==> src/rtl/ccff_frame_loader_if.sv <==
// rtl/ccff_frame_loader_if.sv - configuration frame stream interface
// Purpose: groups the frame-load handshake and status signals.
// Signals:
//   cfg_start  frame start/restart pulse (master -> slave)
//   cfg_data   frame word, data words then parity word (master -> slave)
//   cfg_valid  cfg_data valid (master -> slave)
//   cfg_ready  loader accepts a word (slave -> master)
//   cfg_done   frame committed (slave -> master)
//   cfg_err    parity mismatch seen (slave -> master)
interface ccff_frame_loader_if #(
  parameter int WORD_W = 8
);
  logic              cfg_start;
  logic [WORD_W-1:0] cfg_data;
  logic              cfg_valid;
  logic              cfg_ready;
  logic              cfg_done;
  logic              cfg_err;

  modport master (
    output cfg_start, cfg_data, cfg_valid,
    input  cfg_ready, cfg_done, cfg_err
  );

  modport slave (
    input  cfg_start, cfg_data, cfg_valid,
    output cfg_ready, cfg_done, cfg_err
  );
endinterface

==> src/rtl/ccff_frame_loader.sv <==
// rtl/ccff_frame_loader.sv - parity-checked configuration frame loader for mux selects
// Purpose: collects a frame of WORD_W-bit words plus a parity word into a shadow
// register and commits it to mem/mem_inv in one cycle after a good parity check.
// Ports:
//   prog_clk  configuration clock, rising edge
//   pReset_n  synchronous active-low reset
//   cfg       frame stream interface (slave side)
//   mem       committed configuration bits, mem[0] = bit 0 of word 0
//   mem_inv   bitwise complement of mem
module ccff_frame_loader #(
  parameter int NUM_MEM = 20,
  parameter int WORD_W  = 8
) (
  input  logic                  prog_clk,
  input  logic                  pReset_n,
  ccff_frame_loader_if.slave    cfg,
  output logic [0:NUM_MEM-1]    mem,
  output logic [0:NUM_MEM-1]    mem_inv
);

  localparam int NWORDS = (NUM_MEM + WORD_W - 1) / WORD_W;
  localparam int CNT_W  = (NWORDS > 1) ? $clog2(NWORDS) : 1;

  typedef enum logic [2:0] {
    IDLE   = 3'd0,
    LOAD   = 3'd1,
    CHECK  = 3'd2,
    COMMIT = 3'd3,
    ERR    = 3'd4
  } state_t;

  state_t             state;
  logic [CNT_W-1:0]   count;
  logic [WORD_W-1:0]  acc;
  logic [0:NUM_MEM-1] shadow;
  logic [0:NUM_MEM-1] mem_q;
  logic               done_q;
  logic               err_q;
  logic               hs;

  assign cfg.cfg_ready = (state == LOAD) || (state == CHECK);
  assign hs            = cfg.cfg_valid && cfg.cfg_ready;
  assign cfg.cfg_done  = done_q;
  assign cfg.cfg_err   = err_q;

  // Both select polarities come from the same flops, so they can never disagree.
  assign mem     = mem_q;
  assign mem_inv = ~mem_q;

  always_ff @(posedge prog_clk) begin
    if (!pReset_n) begin
      state  <= IDLE;
      count  <= '0;
      acc    <= '0;
      shadow <= '0;
      mem_q  <= '0;
      done_q <= 1'b0;
      err_q  <= 1'b0;
    end else if (cfg.cfg_start) begin
      // Start wins over everything, including a same-cycle handshake and a pending commit.
      state  <= LOAD;
      count  <= '0;
      acc    <= '0;
      done_q <= 1'b0;
      err_q  <= 1'b0;
    end else begin
      case (state)
        IDLE: ;
        LOAD: begin
          if (hs) begin
            for (int k = 0; k < NWORDS; k++) begin
              for (int j = 0; j < WORD_W; j++) begin
                // Bits beyond NUM_MEM in the last word are dropped from the shadow,
                // but still take part in the parity accumulation below.
                if ((k * WORD_W + j < NUM_MEM) && (count == CNT_W'(k))) begin
                  shadow[k*WORD_W+j] <= cfg.cfg_data[j];
                end
              end
            end
            acc   <= acc ^ cfg.cfg_data;
            count <= count + 1'b1;
            if (count == CNT_W'(NWORDS - 1)) begin
              state <= CHECK;
            end
          end
        end
        CHECK: begin
          if (hs) begin
            if (cfg.cfg_data == acc) begin
              state <= COMMIT;
            end else begin
              state <= ERR;
              err_q <= 1'b1;
            end
          end
        end
        COMMIT: begin
          mem_q  <= shadow;
          done_q <= 1'b1;
          state  <= IDLE;
        end
        ERR: ;
        default: state <= IDLE;
      endcase
    end
  end

endmodule

==> src/flat_wrapper.sv <==
// flat-port wrapper written by rule: the top's interface ports become plain ports
module ccff_frame_loader_flat 
#(
  parameter int NUM_MEM = 20,
  parameter int WORD_W  = 8
)
  (prog_clk, pReset_n, mem, mem_inv, cfg_cfg_start, cfg_cfg_data, cfg_cfg_valid, cfg_cfg_ready, cfg_cfg_done, cfg_cfg_err);
  ccff_frame_loader_if #(.WORD_W(WORD_W)) cfg_i ();
  input  logic prog_clk;
  input  logic pReset_n;
  output logic [0:NUM_MEM-1] mem;
  output logic [0:NUM_MEM-1] mem_inv;
  input wire logic [$bits(cfg_i.cfg_start)-1:0] cfg_cfg_start;
  input wire logic [$bits(cfg_i.cfg_data)-1:0] cfg_cfg_data;
  input wire logic [$bits(cfg_i.cfg_valid)-1:0] cfg_cfg_valid;
  output wire logic [$bits(cfg_i.cfg_ready)-1:0] cfg_cfg_ready;
  output wire logic [$bits(cfg_i.cfg_done)-1:0] cfg_cfg_done;
  output wire logic [$bits(cfg_i.cfg_err)-1:0] cfg_cfg_err;
  assign cfg_i.cfg_start = cfg_cfg_start;
  assign cfg_i.cfg_data = cfg_cfg_data;
  assign cfg_i.cfg_valid = cfg_cfg_valid;
  assign cfg_cfg_ready = cfg_i.cfg_ready;
  assign cfg_cfg_done = cfg_i.cfg_done;
  assign cfg_cfg_err = cfg_i.cfg_err;
  ccff_frame_loader #(.NUM_MEM(NUM_MEM), .WORD_W(WORD_W)) u_core (.prog_clk(prog_clk), .pReset_n(pReset_n), .cfg(cfg_i), .mem(mem), .mem_inv(mem_inv));
endmodule
==> config.mk <==
export PLATFORM = sky130hd
export DESIGN_NAME = ccff_frame_loader_flat
export DESIGN_NICKNAME = d
export VERILOG_FILES = /design/src/rtl/ccff_frame_loader_if.sv /design/src/rtl/ccff_frame_loader.sv /design/src/flat_wrapper.sv
export SDC_FILE = /design/constraint.sdc
export NUM_CORES = 1
export LEC_CHECK = 0
export ABC_AREA = 1
export BUFFER_PORTS_ARGS = -buffer_cell sky130_fd_sc_hd__buf_2
export CAP_MARGIN = 15
export CORE_MARGIN = 8
export CORE_UTILIZATION = 50
export DETAILED_ROUTE_END_ITERATION = 8
export PLACE_DENSITY = 0.76
export REMOVE_ABC_BUFFERS = 1
export SLEW_MARGIN = 25
export SYNTH_ARGS = -nofsm -noshare
export SYNTH_HDL_FRONTEND = slang
export SYNTH_SLANG_ARGS = --single-unit
==> constraint.sdc <==
create_clock -name prog_clk -period 1.6 [get_ports prog_clk]
set_clock_uncertainty 0.05 [all_clocks]
set_input_delay 0.08 -clock prog_clk [delete_from_list [all_inputs] [get_ports prog_clk]]
set_output_delay 0.08 -clock prog_clk [all_outputs]
set_load 0.005 [all_outputs]
==> metrics.txt <==
Pwr Total 2.32 mW; post-cts hold buffer count 4; Static Leak 1.20 nW; total routed wirelength 4620 um; cell at the slowest stage of the critical path dfxtp_1; instance count of the mapped netlist 282; initial antenna violation count 0; gr ovfl total 0; first-pass GRT wire length 7390 um; largest net degree at the start of global routing 41; Max Slew Vio Count 0; Max stage delay on crit path 0.34 ns; maximum clock frequency 720 MHz; clk_lat worst skew 0.31 ns; Inst Count DP 380; Final min period 1.39 ns; Avg Vias per Cell 4.80; non-filler instance count after layout 392; Arr. time, crit path 1.58 ns; Final HPWL DP 3370 um; DRC violations left 0; CORE AREA 4320 um^2; Area Growth Syn to Fin 20.0%; share of cells above drive strength 1 0.218; Hold Vio Cnt, Final 0; required time of the critical path 1.80 ns; # diodes 0; Max-Cap Viols 0; All-Layer GR Usage 0.138; Worst-Margin Slew 0.371 ns; power density cells 873 nW/um^2; TritonCTS sink count 55; synthesized area 2210 um^2; Seq/Total Area, Yosys 0.497; worst path bufs/invs 2; post-DR wirelength/cell 11.8 um; H-tree level count 2; CP max FO 4; Clk pin slew, worst setup/hold paths 0.10 ns; Detailed Route Iter0 Violations 136; register bit total from synthesis 55; unrepaired setup endpoints after global routing no; IO Count 55; die area 6810 um^2; Hold Crit Class in -> reg; drt pass-1 iters 4; setup_tns 0 ns; CP top delay family flip-flops; Worst R2R Setup Slack 0.21 ns; Die W 82.5 um; I/O Buffers 54; CTS resizes 0; number of global-route vias before repair 1638; number of synthesis warnings 0; critical path class reg -> reg; Root Buffer clkbuf_8; syn_area_per_cell 7.85 um^2; Slew HR 0.752; Synth cell types 18; crit end category register; CTS tree done; Peak VDD IR 0.486 mV; Die H 82.5 um; GPL Wtd Cong 0.809; CTS Buf Count 5; maximum buffer depth of the clock tree 2; sequence of cells on the critical path inv_1, ha_1, o21ai_0, nand2_1, nand2_1, inv_1, nand2_1, nand2_1, a21oi_1; status complete, no violations; FP Rows 24; fin crit share 0.868; most frequent CP cell nand2_1; final setup violation count 0; fillers 394; post-CTS setup repair buffer count 0; Initial Util 0.512; Critical Path Source Type register; DR vias 1883; Final #Nets 354; post-route ant nets 0
[worst reg2reg max path, delay by kind of cell (launching register included)]
| family | cells | cell delay (ns) |
|---|---|---|
| DFF | 1 | 0.34 |
| AOI/OAI and AO/OA | 2 | 0.26 |
| and+or+nand+nor | 4 | 0.31 |
| buffers and inverters | 2 | 0.14 |
| adders and majority gates | 1 | 0.22 |
[layer usage]
layer,global-route usage,share of wire
met1,0.166,0.45
met2,0.226,0.46
met3,0.0335,0.068
met4,0.0690,0.016
met5,0,0
[cells by family after synthesis]
family	after synthesis	synth area share
AO/OA/AOI/OAI	105	0.237
adder cells (fa/ha/maj)	3	0.0170
buffers and inverters	62	0.115
flip-flops	55	0.497
AND/OR/NAND/NOR	57	0.133
[path summary, 6_finish.rpt]
kind                                 startpoint                 to  depth (start not counted)
worst max-delay path            u_core.count[0]    u_core.state[0]                          9
worst min-delay path            cfg_cfg_data[5]  u_core.shadow[13]                          3
worst max register to register  u_core.count[0]    u_core.state[0]                          9
worst min register to register   u_core.mem[19]     u_core.mem[19]                          2
[cell usage after synthesis]
library cell	n	area (um^2)
inv_6	1	8.76
nor2_8	3	60.1
ha_1	3	37.5
nor2_1	5	18.8
clkbuf_1	9	33.8
nand3_4	1	17.5
nor2_4	1	11.3
a21oi_1	54	270
nand2_1	42	158
buf_6	2	22.5
buf_2	1	5.00
dfxtp_1	55	1100
nand3_1	4	20.0
nor3_2	1	10.0
inv_1	47	176
inv_2	2	7.51
o21ai_1	4	20.0
o21ai_0	47	235
[layout by cell type, fill, tap and decap left out]
master / Yosys / final
clkbuf_8: 0 / 5
nor2_1: 5 / 5
buf_2: 1 / 54
clkbuf_1: 9 / 1
clkinv_2: 0 / 1
inv_6: 1 / 1
o21ai_0: 47 / 47
ha_1: 3 / 3
buf_4: 0 / 3
clkinvlp_4: 0 / 1
nand3_4: 1 / 1
dfxtp_1: 55 / 55
nand3_1: 4 / 4
o21ai_1: 4 / 4
inv_2: 2 / 2
dlygate4sd3_1: 0 / 4
inv_1: 47 / 47
buf_12: 0 / 1
nor3_2: 1 / 1
nand2_1: 42 / 42
a21oi_1: 54 / 54
nor2_8: 3 / 3
nor2_4: 1 / 1
[power breakdown]
part / switching [mW] / total [mW] / internal, mW
combinational: 0.110 / 0.173 / 0.0631
clock: 0.436 / 0.743 / 0.307
sequential: 0.0128 / 1.40 / 1.39
[final cells by class]
type / count / area [um^2] / share of cell area
clock buffers: 6 / 72.6 / 0.0273
inverters: 50 / 193 / 0.0726
clock inverters: 2 / 12.5 / 0.00471
multi-input cells: 165 / 858 / 0.323
well taps: 52 / 65.1 / 0.0245
repair buffers: 62 / 353 / 0.133
flip-flops and latches: 55 / 1100 / 0.415
[flip-flops by register name, indices dropped and copies added, names as in the netlist]
register             flops
u_core.count             2
u_core.cfg.cfg_done      1
u_core.mem              20
u_core.state             3
u_core.shadow           20
u_core.acc               8
u_core.cfg.cfg_err       1
[through the flow]
| stage | util | worst slack [ns] | hold slack [ns] | area [um^2] |
|---|---|---|---|---|
| 6_report | 0.614 | 0.211 | 0.00710 | 2660 |
| 5_1_grt | 0.614 | 0.0847 | 0.0174 | 2660 |
| 4_1_cts | 0.614 | 0.200 | 0.00148 | 2660 |
| 3_5_place_dp | 0.585 | 0.229 | 0.318 | 2530 |
| 3_3_place_gp | 0.585 | 0.278 | 0.317 | 2530 |
| 2_1_floorplan | - | 0.0285 | 0.162 | 2150 |
Note: power is estimated with default switching activity, not from simulation.
